<file path="config.mk">
export PLATFORM = sky130hd
export DESIGN_NAME = ctrl_pipe
export DESIGN_NICKNAME = d
export VERILOG_FILES = /design/src/rtl/arc_ctrl_pkg.sv /design/src/rtl/ctrl_decode.sv /design/src/rtl/ctrl_pipe.sv
export SDC_FILE = /design/constraint.sdc
export NUM_CORES = 1
export LEC_CHECK = 0
export BUFFER_PORTS_ARGS = -buffer_cell sky130_fd_sc_hd__buf_2
export CAP_MARGIN = 20
export CORE_MARGIN = 8
export CORE_UTILIZATION = 55
export DETAILED_ROUTE_END_ITERATION = 7
export PLACE_DENSITY_LB_ADDON = 0.25
export SLEW_MARGIN = 30
export SYNTH_ARGS = -nofsm -noshare
export SYNTH_HDL_FRONTEND = slang
export SYNTH_HIERARCHICAL = 1
export SYNTH_SLANG_ARGS = --single-unit
export TNS_END_PERCENT = 10
</file>
<file path="constraint.sdc">
create_clock -name i_clk -period 3.8 [get_ports i_clk]
set_input_delay 0.57 -clock i_clk [delete_from_list [all_inputs] [get_ports i_clk]]
set_output_delay 0.57 -clock i_clk [all_outputs]
set_load 0.005 [all_outputs]
</file>
<file path="src/rtl/arc_ctrl_pkg.sv">
// arc_ctrl_pkg: opcode/funct codes, ALU op classes and the ID/EX control bundle
package arc_ctrl_pkg;
    localparam logic [5:0] OP_RTYPE = 6'b000000;
    localparam logic [5:0] OP_ADDI  = 6'b001000;
    localparam logic [5:0] OP_ADDIU = 6'b001001;
    localparam logic [5:0] OP_SLTI  = 6'b001010;
    localparam logic [5:0] OP_ANDI  = 6'b001100;
    localparam logic [5:0] OP_ORI   = 6'b001101;
    localparam logic [5:0] OP_XORI  = 6'b001110;
    localparam logic [5:0] OP_BEQ   = 6'b000100;
    localparam logic [5:0] OP_BNE   = 6'b000101;
    localparam logic [2:0] OP_LOAD  = 3'b100;
    localparam logic [2:0] OP_STORE = 3'b101;

    localparam logic [5:0] FN_MFHI  = 6'b010000;
    localparam logic [5:0] FN_MFLO  = 6'b010010;
    localparam logic [3:0] FN_MD    = 4'b0110;

    localparam logic [3:0] OTH_ADD = 4'b0000;
    localparam logic [3:0] OTH_AND = 4'b0001;
    localparam logic [3:0] OTH_OR  = 4'b0010;
    localparam logic [3:0] OTH_XOR = 4'b0011;
    localparam logic [3:0] OTH_SUB = 4'b0101;
    localparam logic [3:0] OTH_SLT = 4'b0110;

    typedef enum logic [1:0] {
        ALU_MEM = 2'b00,
        ALU_BR  = 2'b01,
        ALU_R   = 2'b10,
        ALU_IMM = 2'b11
    } aluop_t;

    typedef enum logic {
        MD_IDLE = 1'b0,
        MD_BUSY = 1'b1
    } md_state_t;

    typedef struct packed {
        logic       regdst;
        logic       branch;
        logic       memread;
        logic       memtoreg;
        logic       memwrite;
        logic       alusrc;
        logic       regwrite;
        aluop_t     aluop;
        logic [3:0] other;
    } ctrl_bundle_t;
endpackage

</file>
<file path="src/rtl/ctrl_decode.sv">
// ctrl_decode: combinational opcode/funct to control bundle, illegal flag and HI/LO usage
import arc_ctrl_pkg::*;

module ctrl_decode (
    input  logic [5:0]   opcode,
    input  logic [5:0]   funct,
    output ctrl_bundle_t ctl,
    output logic         illegal,
    output logic         md_op,
    output logic         hilo_use
);
    logic rtype;
    assign rtype    = opcode == OP_RTYPE;
    assign md_op    = rtype & (funct[5:2] == FN_MD);
    assign hilo_use = md_op | (rtype & (funct == FN_MFHI | funct == FN_MFLO));

    always_comb begin
        ctl = '0;
        illegal = 1'b0;
        case (opcode)
            OP_RTYPE: begin
                ctl.regdst = 1'b1;
                ctl.regwrite = 1'b1;
                ctl.aluop = ALU_R;
            end
            OP_ADDI, OP_ADDIU, OP_ANDI, OP_ORI, OP_XORI, OP_SLTI: begin
                ctl.regwrite = 1'b1;
                ctl.alusrc = 1'b1;
                ctl.aluop = ALU_IMM;
                ctl.other = opcode == OP_ANDI ? OTH_AND :
                            opcode == OP_ORI  ? OTH_OR  :
                            opcode == OP_XORI ? OTH_XOR :
                            opcode == OP_SLTI ? OTH_SLT : OTH_ADD;
            end
            OP_BEQ: begin
                ctl.branch = 1'b1;
                ctl.aluop = ALU_BR;
            end
            OP_BNE: begin
                ctl.branch = 1'b1;
                ctl.aluop = ALU_IMM;
                ctl.other = OTH_SUB;
            end
            default: begin
                if (opcode[5:3] == OP_LOAD) begin
                    ctl.regwrite = 1'b1;
                    ctl.alusrc = 1'b1;
                    ctl.memread = 1'b1;
                    ctl.memtoreg = 1'b1;
                end else if (opcode[5:3] == OP_STORE) begin
                    ctl.alusrc = 1'b1;
                    ctl.memwrite = 1'b1;
                end else begin
                    illegal = 1'b1;
                end
            end
        endcase
    end
endmodule

</file>
<file path="src/rtl/ctrl_pipe.sv">
// ctrl_pipe: ID/EX control register with stall/flush bubbles and MULT/DIV HI/LO occupancy tracking
import arc_ctrl_pkg::*;

module ctrl_pipe #(
    parameter int OTHER_W  = 4,
    parameter int MULT_LAT = 4,
    parameter int DIV_LAT  = 32,
    parameter int CNT_W    = 6
) (
    input  logic               i_clk,
    input  logic               i_rst,
    input  logic               i_ctl_valid,
    input  logic [5:0]         i_ctl_opcode,
    input  logic [5:0]         i_ctl_funct,
    input  logic               i_ctl_stall,
    input  logic               i_ctl_flush,
    output logic               o_ctl_regdst,
    output logic               o_ctl_branch,
    output logic               o_ctl_memread,
    output logic               o_ctl_memtoreg,
    output logic               o_ctl_memwrite,
    output logic               o_ctl_alusrc,
    output logic               o_ctl_regwrite,
    output logic [1:0]         o_ctl_aluop,
    output logic [OTHER_W-1:0] o_ctl_other,
    output logic               o_ctl_valid,
    output logic               o_ctl_illegal,
    output logic               o_ctl_md_start,
    output logic               o_ctl_hold_id,
    output logic               o_ctl_md_busy
);
    ctrl_bundle_t     dec, ex_q;
    logic             dec_illegal, md_op, hilo_use, md_stall, issue;
    logic [CNT_W-1:0] cnt, lat;
    md_state_t        state;

    ctrl_decode u_decode (
        .opcode   (i_ctl_opcode),
        .funct    (i_ctl_funct),
        .ctl      (dec),
        .illegal  (dec_illegal),
        .md_op    (md_op),
        .hilo_use (hilo_use)
    );

    assign md_stall      = i_ctl_valid & hilo_use & o_ctl_md_busy;
    assign o_ctl_hold_id = ~i_rst & ~i_ctl_flush & (i_ctl_stall | md_stall);
    assign issue         = i_ctl_valid & ~i_ctl_flush & ~i_ctl_stall & ~md_stall;
    assign lat           = i_ctl_funct[1] ? CNT_W'(DIV_LAT) : CNT_W'(MULT_LAT);

    always_ff @(posedge i_clk or posedge i_rst) begin
        if (i_rst) begin
            ex_q <= '0;
            o_ctl_valid <= 1'b0;
            o_ctl_illegal <= 1'b0;
            o_ctl_md_start <= 1'b0;
            o_ctl_md_busy <= 1'b0;
            cnt <= '0;
            state <= MD_IDLE;
        end else begin
            ex_q <= issue ? dec : ctrl_bundle_t'('0);
            o_ctl_valid <= issue;
            o_ctl_illegal <= issue & dec_illegal;
            o_ctl_md_start <= issue & md_op;
            if (state == MD_IDLE) begin
                if (issue & md_op) begin
                    state <= MD_BUSY;
                    cnt <= lat;
                    o_ctl_md_busy <= 1'b1;
                end
            end else begin
                cnt <= cnt - 1'b1;
                if (cnt == CNT_W'(1)) begin
                    state <= MD_IDLE;
                    o_ctl_md_busy <= 1'b0;
                end
            end
        end
    end

    assign o_ctl_regdst   = ex_q.regdst;
    assign o_ctl_branch   = ex_q.branch;
    assign o_ctl_memread  = ex_q.memread;
    assign o_ctl_memtoreg = ex_q.memtoreg;
    assign o_ctl_memwrite = ex_q.memwrite;
    assign o_ctl_alusrc   = ex_q.alusrc;
    assign o_ctl_regwrite = ex_q.regwrite;
    assign o_ctl_aluop    = ex_q.aluop;
    assign o_ctl_other    = OTHER_W'(ex_q.other);
endmodule

</file>
; Yosys cells after proc, flatten, opt, wreduce, memory -nomap -nowiden
; Index checks and enable logic that the tools add are counted.
[totals]
in_bits = 17
ff_bits = 24
[classes]
add_sub_neg = 1
bitwise = 18
muxes = 29
eq_ne = 15
n_reduce_logical = 9
[ops]
columns = cell, count
row1 = equality test 6 x 4 -> 1 bit (second input constant), 6
row2 = 2-to-1 mux 6 bit, 3
row3 = 2-to-1 mux 1 bit, 14
row4 = OR reduction 7 bit, 2
row5 = 2-to-1 mux 13 bit, 1
row6 = equality test 6 x 3 -> 1 bit (second input constant), 2
row7 = equality test 6 x 5 -> 1 bit (second input constant), 2
row8 = 2-to-1 mux 4 bit, 3
row9 = bitwise AND 1 bit, 11
row10 = OR reduction 9 bit, 1
row11 = one-hot mux 4 bit (2 select lines), 1
row12 = equality test 3 bit (second input constant), 2
row13 = equality test 6 x 1 -> 1 bit (second input constant), 1
row14 = zero test 6 bit, 1
row15 = 2-to-1 mux 3 bit, 2
row16 = one-hot mux 2 bit (3 select lines), 1
row17 = OR reduction 6 bit, 1
row18 = subtractor 6 x 1 -> 6 bit (second input constant), 1
row19 = equality test 4 x 3 -> 1 bit (second input constant), 1
row20 = 2-to-1 mux 2 bit, 2
row21 = inverter 1 bit, 4
row22 = one-hot mux 1 bit (2 select lines), 2
row23 = bitwise OR 1 bit, 3
row24 = OR reduction 3 bit, 1
row25 = other kinds (4), 4

; Depth between registers and ports, before layout
[depth]
word_depth = 11
depth_mapped = 8
mapped_depth_nobuf = 6

; Cells and area by module
; Netlist, hierarchy kept.
[modules_own_cells]
columns = module, cells_each, n_inst, area_each_um2, seq_area_each_um2
row1 = ctrl_pipe, 84, 1, 1023.5, 600.6
row2 = ctrl_decode, 46, 1, 280.3, 0.0

; Worst setup path before layout
; Ideal clock, no wire load.
[synth_path]
path_kind = input to output
start = in i_ctl_opcode[5]
end = out o_ctl_hold_id
cell_stages = 7
slack_ns = 1.450
t_required_ns = 3.230
path_buffers = 1
t_arrival_ns = 1.780
cell_sequence = buf_6 > or2_4 > nor3b_4 > and3_1 > and2_1 > a21oi_1 > nor3_1
[synth_via]
elab_chain_cells = 7
word_cells_on_any_way = 8
classes_between = bitwise: 7 / reduce/logical: 1
[synth_rtl]
columns = item, line
row1 = start: declaration, ctrl_pipe.sv:13  ; input logic [5:0] i_ctl_opcode,
row2 = zero test 6 bit (*), ctrl_decode.sv:13  ; assign rtype = opcode == OP_RTYPE;
row3 = net u_decode.rtype, ctrl_decode.sv:12  ; logic rtype;
row4 = bitwise AND 1 bit (on tied branches), "ctrl_decode.sv:14, ctrl_decode.sv:15"
row5 = bitwise OR 1 bit (*), ctrl_decode.sv:15  ; assign hilo_use = md_op | (rtype & (funct == FN_MFHI | funct == FN_MFLO));
row6 = net hilo_use, ctrl_pipe.sv:33  ; logic dec_illegal, md_op, hilo_use, md_stall, issue;
row7 = bitwise AND 1 bit (*) (2 in a row), ctrl_pipe.sv:46  ; assign md_stall = i_ctl_valid & hilo_use & o_ctl_md_busy;
row8 = bitwise OR 1 bit (*), ctrl_pipe.sv:47  ; assign o_ctl_hold_id = ~i_rst & ~i_ctl_flush & (i_ctl_stall | md_stall);
row9 = bitwise AND 1 bit (*), ctrl_pipe.sv:47
row10 = end: declaration, ctrl_pipe.sv:29  ; output logic o_ctl_hold_id,
; The timed path passes the listed nets; every way through them passes the cells marked *.

; Final worst setup path
[layout_path]
start = in i_ctl_opcode[2]
end = out o_ctl_hold_id
[layout_via]
elab_chain_cells = 7
word_cells_on_any_way = 8
classes_between = bitwise: 7 / reduce/logical: 1
[layout_rtl]
columns = item, line
row1 = zero test 6 bit (*), ctrl_decode.sv:13
row2 = bitwise AND 1 bit (on tied branches), "ctrl_decode.sv:14, ctrl_decode.sv:15"
row3 = bitwise OR 1 bit (*), ctrl_decode.sv:15
row4 = net hilo_use, ctrl_pipe.sv:33
row5 = bitwise AND 1 bit (*) (2 in a row), ctrl_pipe.sv:46
row6 = bitwise OR 1 bit (*), ctrl_pipe.sv:47
row7 = bitwise AND 1 bit (*), ctrl_pipe.sv:47
; Marked as above.

==> impl_results.md <==
* Sw Share at 23.0%
* # diodes at 0
* Drt drc at 0
* Antenna viol nets, final at 0
* Critical path depth at 8
* Flop pwr share at 53.3%
* CP Data Required Time at 3.23 ns
* Synthesized area at 1300 sq um
* Pins Over Slew Limit at 0
* CTS tree: built
* Post-synth top area share at 46.1%
* WP data arrival at 2.09 ns
* Post-synthesis sequential area ratio at 46.1%
* DRT iter0 DRCs at 47
* Count of input and output buffers at 34
* Post-CTS Setup Bufs at 0
* Int Pwr at 0.403 mW
* Syn Area/Cell at 10.0 sq um
* VDD IR max at 0.198 mV
* Core footprint at 2230 sq um
* Num CTS Buffers at 3
* Die W at 64.7 um
* Crit path max-delay family: simple AND/OR/NAND/NOR gates
* Ys async rst share at 100%
* Filler cells at 185
* R2R depth at 3
* Pwr Total at 0.523 mW
* Reg-to-reg slack, setup at 2.24 ns
* Worst Setup SP: i_ctl_opcode[2]
* Largest net degree at the start of global routing at 25
* Clk buf depth at 2
* Fmax at 376 MHz
* Clock Pin Slew Worst Setup and Hold Paths at 0.13 ns
* Initial antenna violation count at 0
* Comb power frac at 12.6%
* Flops & latches, synth at 24
* Setup Crit Path Kind: input pin to output pin
* CP Capture Type: output pin
* Area contributors post-synth: dfrtp_1 46%, and2_1 7.2%, nand2b_1 4.3%, a21oi_1 3.5%, inv_1 2.3%
* I/O pins at 35
* RSZ-0062 raised after global routing: false
* Area occupied by multi-input gates at 626 sq um
* Hold_buf cts at 0
* CP max stage delay at 0.32 ns
* Syn nets at 149
* Layout cells sized above 1 at 29.2%
* Routed length per instance at 14.0 um
* # H-tree levels at 1
* Sequential cell area at 601 sq um
* Initial core utilization at 58.4%
* CTS resizes at 0
* First-pass GRT wire length at 4.69 mm
* Fin Setup TNS at 0 ns
* P_leak at 0.775 nW
* Hold_ws at 0.284 ns
* Netlist cell types at 41
* Worst reg2reg path startpoint: cnt[0]
* Gate Count Post-Synth at 130
* Status: finished clean
* Dpl ws at 1.16 ns
* Die Height at 64.7 um
* Fin util at 67.8%
* Die ar. at 4180 sq um
* NetSw at 0.120 mW
* Vias in the first global route at 1,020
* Layout area overhead at 16.1%
* Hold/Removal Path Class: input pin to async pin
* Pre-Repair DR Iteration Count at 4
* Total clock sinks at 24
* Clock network power share at 34.1%
* Gpl congestion at 0.775
* Post-synth top cells: 24 x dfrtp_1, 15 x and2_1, 9 x a21oi_1, 9 x nand2b_1
* CP Launch Type: input pin
* Root buf cell: clkbuf_4
* Number of cell rows at 17
* Via density at 5.25
* Worst setup endpoint: o_ctl_hold_id
* Slew headroom at 61.2%
* Number of flops mapped to enable cells by yosys at 0
* Final WS setup at 1.14 ns
* Maxcap violations at 0
* Least-Margin Pin Slew at 0.580 ns
* WL final at 2.64 mm
* RR Endpoint: cnt[5]
* Remaining Overflow, GRT at 0
* Detail Placement HPWL at 2.11 mm
* Min Clock Period, post-route at 2.66 ns
* Synth Warn # at 6
* Pwr Density at 346 nW/um^2
* Critical-path cell list: buf_2 -> nor3_1 -> nor3b_4 -> and3_1 -> and2_1 -> a21oi_1 -> nor3_1 -> buf_2
* Nets@finish at 181
* Tot GR Track Use at 13.5%
* CP max-delay cell: nor3_1
* Final hold vios at 0
* Count of final setup violators at 0
* Main synth FF type: dfrtp_1
* Worst-Skew Late Latency at 0.30 ns
* WP buf/inv at 2
* Largest area contributor in the netlist: dfrtp_1
* Critical path fanouts, max at 7
* Via count at 992
* Most common cell in the netlist: dfrtp_1
* Final period util at 70.0%
* Final Skew at 0.00555 ns
-- worst min-delay path by stage --
stage               endpoint  slack, ns  depth (start not counted)
floorplan             cnt[4]       0.50                          1
global placement      cnt[4]       0.53                          1
detailed placement    cnt[4]       0.54                          1
CTS                   cnt[5]       0.48                          2
global route          cnt[5]       0.30                          2
finish                cnt[0]       0.28                          2
-- cells by family (layout without fill, tap and decap cells) --
| logic type | after synthesis | count (layout) | share of synthesized area [%] |
|---|---|---|---|
| buffers and inverters | 15 | 46 | 5.95 |
| DFF | 24 | 24 | 46.1 |
| adders and majority gates | 2 | 2 | 1.92 |
| muxes | 2 | 2 | 1.63 |
| other | 1 | 1 | 0.288 |
| AOI/OAI and AO/OA | 21 | 21 | 10.3 |
| and+or+nand+nor | 65 | 65 | 33.9 |
-- cell usage in the layout, fill, tap and decap left out, types with 2 or more instances in the layout --
master	count
a211oi_1	2
a21oi_1	9
and2_1	15
and3_1	3
buf_2	34
clkbuf_4	3
dfrtp_1	24
ha_1	2
inv_1	7
nand2_1	6
nand2b_1	9
nor2_1	8
nor2b_1	2
nor3_1	4
nor3b_1	4
nor4bb_1	2
o21ai_0	3
-- sequential cells by signal, indices dropped and copies added (netlist names) --
register / cells
o_ctl_aluop: 2
o_ctl_md_busy: 1
o_ctl_valid: 1
o_ctl_other: 4
o_ctl_illegal: 1
o_ctl_memwrite: 1
o_ctl_regwrite: 1
o_ctl_memtoreg: 1
o_ctl_md_start: 1
o_ctl_regdst: 1
o_ctl_branch: 1
state: 1
o_ctl_memread: 1
cnt: 6
o_ctl_alusrc: 1
-- metal layers --
metal	part of all wire (%)	wire length, um	vias up	track usage (%)
li1	-	-	504	-
met1	40	1060	471	14.4
met2	56	1480	15	26.1
met3	2.6	69	2	1.89
met4	1.0	27	0	4.90
met5	0	0	-	0
-- power by group through the flow --
stage	clock (mW)	sequential, mW	combinational (mW)
final	0.178	0.279	0.0658
after global routing	0.201	0.281	0.0740
after CTS	0.186	0.279	0.0668
after detailed placement	0	0.284	0.0655
after global placement	0	0.283	0.0616
after floorplan	0	0.281	0.0434
-- metrics by stage --
step	instances	area, sq um
finish	189	1510
global route	189	1510
CTS	189	1510
detailed placement	185	1460
global placement	185	1460
floorplan	130	1300
-- cell type report --
class,instances,share of cell area (%)
Timing Repair Buffer,34,11.2
Clock inverter,1,1.98
Inverter,8,1.98
Clock buffer,3,1.49
Sequential cell,24,39.7
Multi-Input combinational cell,91,41.3
Tap cell,28,2.31
-- worst reg2reg max path, stage by stage, from the launching register on --
cell	delay, ns
dfrtp_1	0.48
nor4_4	0.35
a21oi_1	0.10
or4_1	0.51
(Power assumes the default switching activity.)
